`config.mk`:
```
export PLATFORM = sky130hd
export DESIGN_NAME = sw_sched_wh
export DESIGN_NICKNAME = d
export VERILOG_FILES = /design/src/rtl/sw_sched_wh.sv
export SDC_FILE = /design/constraint.sdc
export NUM_CORES = 1
export LEC_CHECK = 0
export BUFFER_PORTS_ARGS = -buffer_cell sky130_fd_sc_hd__buf_2
export CORE_AREA = 2 2 189 191
export DETAILED_ROUTE_END_ITERATION = 8
export DIE_AREA = 0 0 191 193
export PLACE_DENSITY_LB_ADDON = 0.3
export SLEW_MARGIN = 30
export SYNTH_ARGS = -nofsm -noshare
export SYNTH_HDL_FRONTEND = slang
export SYNTH_SLANG_ARGS = --single-unit
export TNS_END_PERCENT = 50
```
`constraint.sdc`:
```
create_clock -name clk -period 25.3 [get_ports clk]
set_input_delay 5.06 -clock clk [delete_from_list [all_inputs] [get_ports clk]]
set_output_delay 5.06 -clock clk [all_outputs]
set_load 0.005 [all_outputs]
```
`src/rtl/sw_sched_wh.sv`:
```
// rtl/sw_sched_wh.sv - wormhole switch scheduler: round-robin head arbitration, per-output packet lock, credit tracking
// Optional SW_SCHED_PERF_EN adds stall_cnt, a saturating per-output count of cycles with requests but no grant.
module sw_sched_wh #(
  parameter int PORT_NUM   = 5,
  parameter int CREDIT_MAX = 4,
  parameter int CW         = 3
) (
  input  logic                    clk,
  input  logic                    rst_n,
  input  logic [PORT_NUM-1:0]     req,
  input  logic [3*PORT_NUM-1:0]   route_sel,
  input  logic [PORT_NUM-1:0]     is_head,
  input  logic [PORT_NUM-1:0]     is_tail,
  input  logic [PORT_NUM-1:0]     credit_ret,
  output logic [PORT_NUM-1:0]     grant,
  output logic [3*PORT_NUM-1:0]   xbar_sel,
  output logic [PORT_NUM-1:0]     xbar_vld,
`ifdef SW_SCHED_PERF_EN
  output logic [16*PORT_NUM-1:0]  stall_cnt,
`endif
  output logic                    credit_err
);

  typedef enum logic {IDLE, LOCKED} state_t;

  state_t              state   [PORT_NUM];
  logic [2:0]          owner   [PORT_NUM];
  logic [2:0]          ptr     [PORT_NUM];
  logic [CW-1:0]       credit  [PORT_NUM];
  logic [PORT_NUM-1:0] hit     [PORT_NUM];
  logic [PORT_NUM-1:0] out_gnt [PORT_NUM];
  logic [2:0]          win     [PORT_NUM];
  logic [2:0]          idx;

  always_comb begin
    idx   = '0;
    grant = '0;
    for (int o = 0; o < PORT_NUM; o++) begin
      out_gnt[o] = '0;
      win[o]     = '0;
      for (int i = 0; i < PORT_NUM; i++)
        hit[o][i] = req[i] && (route_sel[3*i +: 3] == 3'(o));
      if (rst_n && credit[o] != '0) begin
        if (state[o] == LOCKED) begin
          if (hit[o][owner[o]]) begin
            out_gnt[o][owner[o]] = 1'b1;
            win[o]               = owner[o];
          end
        end else begin
          // Scan from farthest to nearest so the candidate closest after ptr is the last one kept.
          for (int k = PORT_NUM; k >= 1; k--) begin
            idx = 3'((int'(ptr[o]) + k) % PORT_NUM);
            if (hit[o][idx] && is_head[idx]) begin
              out_gnt[o]      = '0;
              out_gnt[o][idx] = 1'b1;
              win[o]          = idx;
            end
          end
        end
      end
      grant = grant | out_gnt[o];
    end
  end

  always_ff @(posedge clk or negedge rst_n) begin
    if (!rst_n) begin
      for (int o = 0; o < PORT_NUM; o++) begin
        state[o]  <= IDLE;
        owner[o]  <= '0;
        ptr[o]    <= 3'(PORT_NUM-1);
        credit[o] <= CW'(CREDIT_MAX);
      end
      xbar_sel   <= '0;
      xbar_vld   <= '0;
      credit_err <= 1'b0;
    end else begin
      for (int o = 0; o < PORT_NUM; o++) begin
        xbar_vld[o] <= |out_gnt[o];
        if (|out_gnt[o]) begin
          xbar_sel[3*o +: 3] <= win[o];
          if (state[o] == IDLE) begin
            ptr[o] <= win[o];
            if (!is_tail[win[o]]) begin
              state[o] <= LOCKED;
              owner[o] <= win[o];
            end
          end else if (is_tail[win[o]]) begin
            state[o] <= IDLE;
          end
        end
        if (credit_ret[o] && !(|out_gnt[o])) begin
          if (credit[o] == CW'(CREDIT_MAX))
            credit_err <= 1'b1;
          else
            credit[o] <= credit[o] + CW'(1);
        end else if (!credit_ret[o] && (|out_gnt[o])) begin
          credit[o] <= credit[o] - CW'(1);
        end
      end
    end
  end

`ifdef SW_SCHED_PERF_EN
  always_ff @(posedge clk or negedge rst_n) begin
    if (!rst_n) begin
      stall_cnt <= '0;
    end else begin
      for (int o = 0; o < PORT_NUM; o++)
        if ((|hit[o]) && !(|out_gnt[o]) && stall_cnt[16*o +: 16] != 16'hFFFF)
          stall_cnt[16*o +: 16] <= stall_cnt[16*o +: 16] + 16'd1;
    end
  end
`endif

endmodule

```
==> results of run 1 <==
[sequential cells by signal, summed over array words and instances (netlist names)]
register and flops:
xbar_sel 15, ptr 15, xbar_vld 5, state 5
owner 15, credit_err 1, credit 15
[cell usage after synthesis (all sizes together), types with 14 or more instances]
cell type	n
mux2i	62
xnor2	51
o211ai	39
mux2	14
a21o	22
a21oi	127
a211oi	30
nor2b	27
or3	14
nand2b	54
and2	38
nor4b	17
nor2	157
nor4	22
nand4	23
nor3	69
and3	24
o21ai	136
ha	137
o21a	28
o31ai	28
o22ai	32
nand3b	18
or2	28
a31oi	33
a211o	17
nand2	169
buf	38
a22oi	18
clkbuf	55
inv	144
nand3	94
dfrtp	61
[how the worst max path moves through the flow]
stage,startpoint,endpoint,slack [ns],cells after the start
final,route_sel[4],grant[1],11.35,14
after global routing,route_sel[7],grant[1],11.06,14
after CTS,route_sel[7],grant[1],11.48,14
after detailed placement,route_sel[7],grant[1],11.49,14
after global placement,route_sel[7],grant[1],11.25,14
after floorplan,route_sel[4],grant[3],12.42,13
[worst max-delay path, cell delays in order]
cell,delay (ns)
buf_2,0.17
nand2b_1,0.42
nor2_1,0.70
mux2i_1,0.21
a31o_2,0.29
a211oi_1,0.45
nor3_1,0.22
o221a_2,0.17
o22ai_1,0.36
or2_2,0.24
nand3_1,0.11
nand3_1,0.11
or3_1,0.22
buf_2,0.15
[final cells by class]
type	instances	area, sq um
flip-flops and latches	71	1790
inverters	146	548
multi-input cells	1814	12800
well taps	461	577
fillers	3545	18500
diodes	3	7.51
repair buffers	72	388
clock inverters	6	67.6
clock buffers	10	239
[through the flow]
step	std cells	utilization, %	area, sq um	worst slack [ns]	hold slack (ns)
floorplan	2124	-	15500	12.42	0.470
global placement	2564	46.0	16100	11.25	0.463
detailed placement	2564	46.1	16100	11.49	0.470
CTS	2580	46.9	16400	11.48	0.483
global route	2582	47.0	16400	11.06	0.512
finish	2583	47.0	16400	11.35	0.474
[logic make-up (layout without fill, tap and decap cells)]
kind of cell	count (synthesis)	in the layout	share of synthesized area [%]
compound gates	713	713	32.6
xor+xnor	56	56	3.45
fa+ha+maj	145	145	12.1
buf+inv	239	234	6.10
flops	71	71	11.5
mux	84	84	6.17
other cells	0	3	0
simple gates	816	816	28.1
[metal layers]
metal  share of wire [%]  up-vias  wire, microns  global-route usage [%]
li1                    -     8045              -                       -
met1                  44     8161          23600                    38.3
met2                  45      694          24500                    46.8
met3                 7.4      132           4000                    4.25
met4                 3.2        6           1750                    9.87
met5               0.076        -             41                       0
==> impl_results.html, run 1 <==
<table>
<tr><th>Metric</th><th>Value</th></tr>
<tr><th colspan="2">Die</th></tr>
<tr><td>Number of rows created at floorplan</td><td>69</td></tr>
<tr><td>Die Width</td><td>191 microns</td></tr>
<tr><td>Placeable core region</td><td>0.0350 sq mm</td></tr>
<tr><td>Number of top-level pins</td><td>63</td></tr>
<tr><td>Starting Density</td><td>44.4%</td></tr>
<tr><td>Die Height</td><td>193 microns</td></tr>
<tr><td>Die area</td><td>0.0369 sq mm</td></tr>
<tr><th colspan="2">Synth</th></tr>
<tr><td>Leading area contributor after synthesis</td><td>ha_1</td></tr>
<tr><td>Gate count of the mapped netlist</td><td>2124</td></tr>
<tr><td>Sequential fraction of the synthesis area</td><td>11.5%</td></tr>
<tr><td>Leading post-synthesis cells by cell area</td><td>ha_1, dfrtp_1, nand2_1, mux2i_1, a21oi_1</td></tr>
<tr><td>Fraction of synthesized cell area taken by the top area cell type</td><td>11.0%</td></tr>
<tr><td>Netlist cell types</td><td>112</td></tr>
<tr><td>Post-Syn Nets</td><td>2306</td></tr>
<tr><td>Count of flip-flops with a built-in enable after synthesis</td><td>0</td></tr>
<tr><td>Synth warnings</td><td>0</td></tr>
<tr><td>Fraction of synthesis flops using an asynchronous set or reset pin</td><td>100%</td></tr>
<tr><td>Number of synthesized register bits</td><td>71</td></tr>
<tr><td>Most instantiated flip-flop cell in the synthesis netlist</td><td>dfrtp_1</td></tr>
<tr><td>Mean cell area of the mapped netlist</td><td>7.31 sq um</td></tr>
<tr><td>Netlist Area Pre-Place</td><td>0.0155 sq mm</td></tr>
<tr><th colspan="2">STA</th></tr>
<tr><td>Final Critical Period</td><td>13.95 ns</td></tr>
<tr><td>Final setup vio count</td><td>0</td></tr>
<tr><td>Number of hold-slack violations in the final timing report</td><td>0</td></tr>
<tr><td>RSZ-0062 raised after global routing</td><td>false</td></tr>
<tr><td>Relative max-transition margin</td><td>30.7%</td></tr>
<tr><td>Slew of the pin with the lowest slew margin</td><td>1.03 ns</td></tr>
<tr><td>Ratio of final minimum period to clock period</td><td>55.2%</td></tr>
<tr><td>Maximum frequency from static timing analysis</td><td>0.0717 GHz</td></tr>
<tr><td>Worst-case clock skew</td><td>0.00817 ns</td></tr>
<tr><td>Sum Neg Setup Slack</td><td>0 ns</td></tr>
<tr><td>Final slew viol count</td><td>0</td></tr>
<tr><th colspan="2">Status</th></tr>
<tr><td>Run status</td><td>complete, no violations</td></tr>
<tr><th colspan="2">Worst hold path</th></tr>
<tr><td>WHS Endpoint</td><td>xbar_sel[1]$_DFFE_PN0P_</td></tr>
<tr><td>Worst min-delay path class</td><td>reg -&gt; reg</td></tr>
<tr><td>Worst hold path stage count</td><td>1</td></tr>
<tr><td>Hold path start</td><td>xbar_sel[1]$_DFFE_PN0P_</td></tr>
<tr><th colspan="2">Clock network</th></tr>
<tr><td>H-Tree Level Count</td><td>3</td></tr>
<tr><td>CTS Hold Buffers Added</td><td>0</td></tr>
<tr><td>Setup fix buffers added after clock tree synthesis</td><td>0</td></tr>
<tr><td>Clock input transition at the sequential cells of the worst setup and hold paths</td><td>0.05 ns</td></tr>
<tr><td>CTS buffer count</td><td>9</td></tr>
<tr><td>Buffers from clock root to sink, at most</td><td>2</td></tr>
<tr><td>TritonCTS Sinks</td><td>71</td></tr>
<tr><td>Clock Latency Late Sink</td><td>0.36 ns</td></tr>
<tr><td>Total of cells resized after clock tree synthesis</td><td>0</td></tr>
<tr><td>Root buf cell</td><td>clkbuf_16</td></tr>
<tr><td>Clock tree from TritonCTS</td><td>built</td></tr>
<tr><th colspan="2">Finish</th></tr>
<tr><td>Area delta synth-&gt;final</td><td>5.74%</td></tr>
<tr><td># nets final</td><td>2296</td></tr>
<tr><td>Most common cell after layout, fill and taps aside</td><td>nand2_1</td></tr>
<tr><td>Proportion of layout cells with a drive suffix above 1</td><td>10.2%</td></tr>
<tr><td>Leading cell types in the layout, fill and taps excluded</td><td>nand2_1, nor2_1, ha_1, inv_1, a21oi_1</td></tr>
<tr><th colspan="2">Setup path</th></tr>
<tr><td>Biggest fanout along the worst timing path</td><td>9</td></tr>
<tr><td>RR Startpoint</td><td>ptr[0]$_DFFE_PN0P_</td></tr>
<tr><td>Worst reg2reg setup slack</td><td>17.66 ns</td></tr>
<tr><td>Critical path class</td><td>in -&gt; out</td></tr>
<tr><td>Endpoint required time on the critical path</td><td>20.24 ns</td></tr>
<tr><td>R2r worst-path depth</td><td>23</td></tr>
<tr><td>Data arrival at the endpoint of the critical path</td><td>8.89 ns</td></tr>
<tr><td>Worst Setup Start Kind</td><td>primary input</td></tr>
<tr><td>CP endpoint kind</td><td>primary output</td></tr>
<tr><td>Critical R2R Capture</td><td>credit[2]$_DFFE_PN1P_</td></tr>
<tr><th colspan="2">Placement</th></tr>
<tr><td>Half-perimeter wire length after detailed placement</td><td>42400 microns</td></tr>
<tr><td>Number of port buffers</td><td>62</td></tr>
<tr><td>Routability-driven placement congestion ratio</td><td>1.02</td></tr>
<tr><th colspan="2">Global route</th></tr>
<tr><td>Initial antenna violation count</td><td>6</td></tr>
<tr><td>GR Overflow Total</td><td>0</td></tr>
<tr><td>Via count of the first global-routing pass</td><td>15600</td></tr>
<tr><td>Overall track demand over capacity in global routing</td><td>28.6%</td></tr>
<tr><td>Pin count of the biggest net entering global routing</td><td>47</td></tr>
<tr><td>Global-route wire length before repair</td><td>84600 microns</td></tr>
<tr><th colspan="2">Detailed routing</th></tr>
<tr><td>DRT Pass-1 Iters</td><td>5</td></tr>
<tr><td>Initial DRC count</td><td>1860</td></tr>
<tr><td>Average wire per standard cell</td><td>20.9 microns</td></tr>
<tr><td>Vias/cell</td><td>6.60</td></tr>
<tr><td>Residual antenna-violating net count after detailed routing</td><td>0</td></tr>
<tr><td>Total DRC errors in the routed layout</td><td>0</td></tr>
<tr><td>Sum of routed wire length over all layers</td><td>54000 microns</td></tr>
<tr><td>Total via count after detailed routing</td><td>17000</td></tr>
<tr><th colspan="2">Job</th></tr>
<tr><td>Number of violations of the max-capacitance limit</td><td>0</td></tr>
</table>
Power of run 1 is not shown: default switching activity piles up to over one toggle a cycle in this logic, so the estimate is an artifact.
==> run 2: changes to the inputs <==
- clock period: 25.3 -> 12.3 ns (I/O delays scaled with it)
==> impl_results.html, run 2 (synthesized netlist as in run 1, its figures left out) <==
<table>
<tr><th>Metric</th><th>Value</th></tr>
<tr><th colspan="2">Status</th></tr>
<tr><td>Run status</td><td>complete, no violations</td></tr>
<tr><th colspan="2">Setup path</th></tr>
<tr><td>Cells along the critical path</td><td>inv_2 &gt; ha_1 &gt; xnor2_2 &gt; inv_2 &gt; ha_1 &gt; or2_2 &gt; o21ai_0 &gt; xnor2_1 &gt; inv_1 &gt; ha_1 &gt; nand2b_1 &gt; o211ai_1 &gt; a41o_1 &gt; or2_1 &gt; o311ai_0 &gt; and2_1 &gt; nor4b_2 &gt; o21ai_1 &gt; nand2b_1 &gt; nand3_1 &gt; or3b_2 &gt; buf_2</td></tr>
<tr><td>Cell repeated most along the worst path</td><td>ha_1</td></tr>
<tr><td>Critical path destination</td><td>grant[3]</td></tr>
<tr><td>RR Startpoint</td><td>ptr[0]$_DFFE_PN0P_</td></tr>
<tr><td>Delay of the slowest cell on the worst path</td><td>0.57 ns (-0.13 ns)</td></tr>
<tr><td>Biggest fanout along the worst timing path</td><td>10 (+1)</td></tr>
<tr><td>Stages on worst setup path</td><td>22 (+8)</td></tr>
<tr><td>Worst Path Buf+Inv</td><td>4 (+2)</td></tr>
<tr><td>Endpoint required time on the critical path</td><td>9.84 ns (-10.40 ns)</td></tr>
<tr><td>Delay-heaviest family, CP</td><td>simple AND/OR/NAND/NOR gates</td></tr>
<tr><td>Critical R2R Capture</td><td>credit[2]$_DFFE_PN1P_</td></tr>
<tr><td>Critical path class</td><td>reg -&gt; out</td></tr>
<tr><td>First element of the critical path</td><td>ptr[4]$_DFFE_PN0P_</td></tr>
<tr><td>Worst Setup Start Kind</td><td>register</td></tr>
<tr><td>CP endpoint kind</td><td>primary output</td></tr>
<tr><td>R2r worst-path depth</td><td>24 (+4.3%)</td></tr>
<tr><td>Worst reg2reg setup slack</td><td>4.61 ns (-13.05 ns)</td></tr>
<tr><td>Slowest CP cell</td><td>dfrtp_1</td></tr>
<tr><td>Data arrival at the endpoint of the critical path</td><td>6.86 ns (-2.03 ns)</td></tr>
<tr><th colspan="2">Clock network</th></tr>
<tr><td>H-Tree Level Count</td><td>3 (unchanged)</td></tr>
<tr><td>Total of cells resized after clock tree synthesis</td><td>0 (unchanged)</td></tr>
<tr><td>CTS buffer count</td><td>9 (unchanged)</td></tr>
<tr><td>Root buf cell</td><td>clkbuf_16</td></tr>
<tr><td>Setup fix buffers added after clock tree synthesis</td><td>0 (unchanged)</td></tr>
<tr><td>Clock input transition at the sequential cells of the worst setup and hold paths</td><td>0.06 ns (about the same)</td></tr>
<tr><td>Clock Latency Late Sink</td><td>0.35 ns (about the same)</td></tr>
<tr><td>Buffers from clock root to sink, at most</td><td>2 (unchanged)</td></tr>
<tr><td>TritonCTS Sinks</td><td>71 (unchanged)</td></tr>
<tr><td>Clock tree from TritonCTS</td><td>built</td></tr>
<tr><td>CTS Hold Buffers Added</td><td>0 (unchanged)</td></tr>
<tr><th colspan="2">Die</th></tr>
<tr><td>Number of rows created at floorplan</td><td>69 (unchanged)</td></tr>
<tr><td>Number of top-level pins</td><td>63 (unchanged)</td></tr>
<tr><td>Placeable core region</td><td>0.0350 sq mm (unchanged)</td></tr>
<tr><td>Die area</td><td>0.0369 sq mm (unchanged)</td></tr>
<tr><td>Starting Density</td><td>44.4% (unchanged)</td></tr>
<tr><td>Die Width</td><td>191 microns (unchanged)</td></tr>
<tr><td>Die Height</td><td>193 microns (unchanged)</td></tr>
<tr><th colspan="2">Finish</th></tr>
<tr><td>Area delta synth-&gt;final</td><td>5.98%</td></tr>
<tr><td># nets final</td><td>2294 (-0.087%)</td></tr>
<tr><td>Proportion of layout cells with a drive suffix above 1</td><td>10.0% (-0.17 points)</td></tr>
<tr><td>Most common cell after layout, fill and taps aside</td><td>nand2_1</td></tr>
<tr><td>Post-layout instance area</td><td>0.0165 sq mm (+0.23%)</td></tr>
<tr><td>Leading cell types in the layout, fill and taps excluded</td><td>nand2_1, nor2_1, ha_1, inv_1, a21oi_1</td></tr>
<tr><th colspan="2">Job</th></tr>
<tr><td>Number of violations of the max-capacitance limit</td><td>0 (unchanged)</td></tr>
<tr><th colspan="2">STA</th></tr>
<tr><td>RSZ-0062 raised after global routing</td><td>false</td></tr>
<tr><td>Worst-case clock skew</td><td>0.00659 ns (-0.00158 ns)</td></tr>
<tr><td>Final Critical Period</td><td>9.32 ns</td></tr>
<tr><td>Ratio of final minimum period to clock period</td><td>75.8%</td></tr>
<tr><td>Slew of the pin with the lowest slew margin</td><td>0.952 ns (-0.0731 ns)</td></tr>
<tr><td>Maximum frequency from static timing analysis</td><td>0.107 GHz</td></tr>
<tr><td>Number of hold-slack violations in the final timing report</td><td>0 (unchanged)</td></tr>
<tr><td>Final slew viol count</td><td>0 (unchanged)</td></tr>
<tr><td>Final setup vio count</td><td>0 (unchanged)</td></tr>
<tr><td>Sum Neg Setup Slack</td><td>0 ns (unchanged)</td></tr>
<tr><td>Relative max-transition margin</td><td>36.0% (+5.3 points)</td></tr>
<tr><th colspan="2">Worst hold path</th></tr>
<tr><td>Worst min-delay path class</td><td>reg -&gt; reg</td></tr>
<tr><td>Hold path start</td><td>xbar_sel[1]$_DFFE_PN0P_</td></tr>
<tr><th colspan="2">Placement</th></tr>
<tr><td>Cell area after placement</td><td>0.0161 sq mm (about the same)</td></tr>
<tr><td>Routability-driven placement congestion ratio</td><td>0.977 (-4.5%)</td></tr>
<tr><td>Half-perimeter wire length after detailed placement</td><td>41400 microns (-2.4%)</td></tr>
<tr><td>Number of port buffers</td><td>62 (unchanged)</td></tr>
<tr><th colspan="2">Detailed routing</th></tr>
<tr><td>Total DRC errors in the routed layout</td><td>0 (unchanged)</td></tr>
<tr><td>Total via count after detailed routing</td><td>16900 (-0.99%)</td></tr>
<tr><td>Residual antenna-violating net count after detailed routing</td><td>0 (unchanged)</td></tr>
<tr><td>Initial DRC count</td><td>1844 (-0.86%)</td></tr>
<tr><td>Vias/cell</td><td>6.54 (-0.91%)</td></tr>
<tr><td>DRT Pass-1 Iters</td><td>6 (+1)</td></tr>
<tr><td>Sum of routed wire length over all layers</td><td>52200 microns (-3.4%)</td></tr>
<tr><td>Average wire per standard cell</td><td>20.2 microns (-3.3%)</td></tr>
<tr><th colspan="2">Global route</th></tr>
<tr><td>Pin count of the biggest net entering global routing</td><td>41 (-13%)</td></tr>
<tr><td>GR Overflow Total</td><td>0 (unchanged)</td></tr>
<tr><td>Global-route wire length before repair</td><td>82200 microns (-2.9%)</td></tr>
<tr><td>Initial antenna violation count</td><td>3 (-3)</td></tr>
<tr><td>Via count of the first global-routing pass</td><td>15500 (-0.81%)</td></tr>
<tr><td>Overall track demand over capacity in global routing</td><td>27.5% (-1.0 points)</td></tr>
</table>
run 2: cell types whose count changed in the layout (fill, tap and decap cells not counted), sizes merged:
cell	delta
buf	-2
bufinv	+2
clkbuf	+2
clkinv	-2
clkinvlp	-2
diode	+1
inv	-1
run 2: layer usage:
layer / wire length (microns) / global-route usage (%) / up-vias
met2: 24200 / 45.4 / 718
met4: 1600 / 9.69 / 0
met3: 3880 / 3.11 / 98
li1: - / - / 8027
met5: 0 / 0 / -
met1: 22500 / 37.1 / 8027
run 2: through the flow:
step	instances	hold WS, ns	setup slack, ns	utilization, %
after global routing	2579	0.510	2.48	47.1
after global placement	2562	0.462	3.53	46.0
final	2581	0.477	2.98	47.1
after detailed placement	2562	0.465	3.45	46.0
after floorplan	2124	0.470	3.46	-
after CTS	2577	0.478	3.07	47.0
run 2: worst min-delay path by stage:
stage	to	slack (ns)	cells past startpoint
2_1_floorplan	xbar_sel[14]$_DFFE_PN0P_	0.47	2
3_3_place_gp	xbar_sel[1]$_DFFE_PN0P_	0.46	1
3_5_place_dp	xbar_sel[1]$_DFFE_PN0P_	0.46	1
4_1_cts	xbar_sel[1]$_DFFE_PN0P_	0.48	1
5_1_grt	xbar_sel[1]$_DFFE_PN0P_	0.51	1
6_report	xbar_sel[1]$_DFFE_PN0P_	0.48	1
run 2: final cells by class:
cell class | instances | area (sq um)
fill | 3538 | 18500
multi-input combinational | 1814 | 12800
sequential | 71 | 1790
tap | 461 | 577
inverter | 146 | 548
timing repair buffer | 70 | 373
clock buffer | 12 | 256
clock inverter | 3 | 90.1
antenna | 4 | 10.0
Power of run 2 is left out for the same reason.
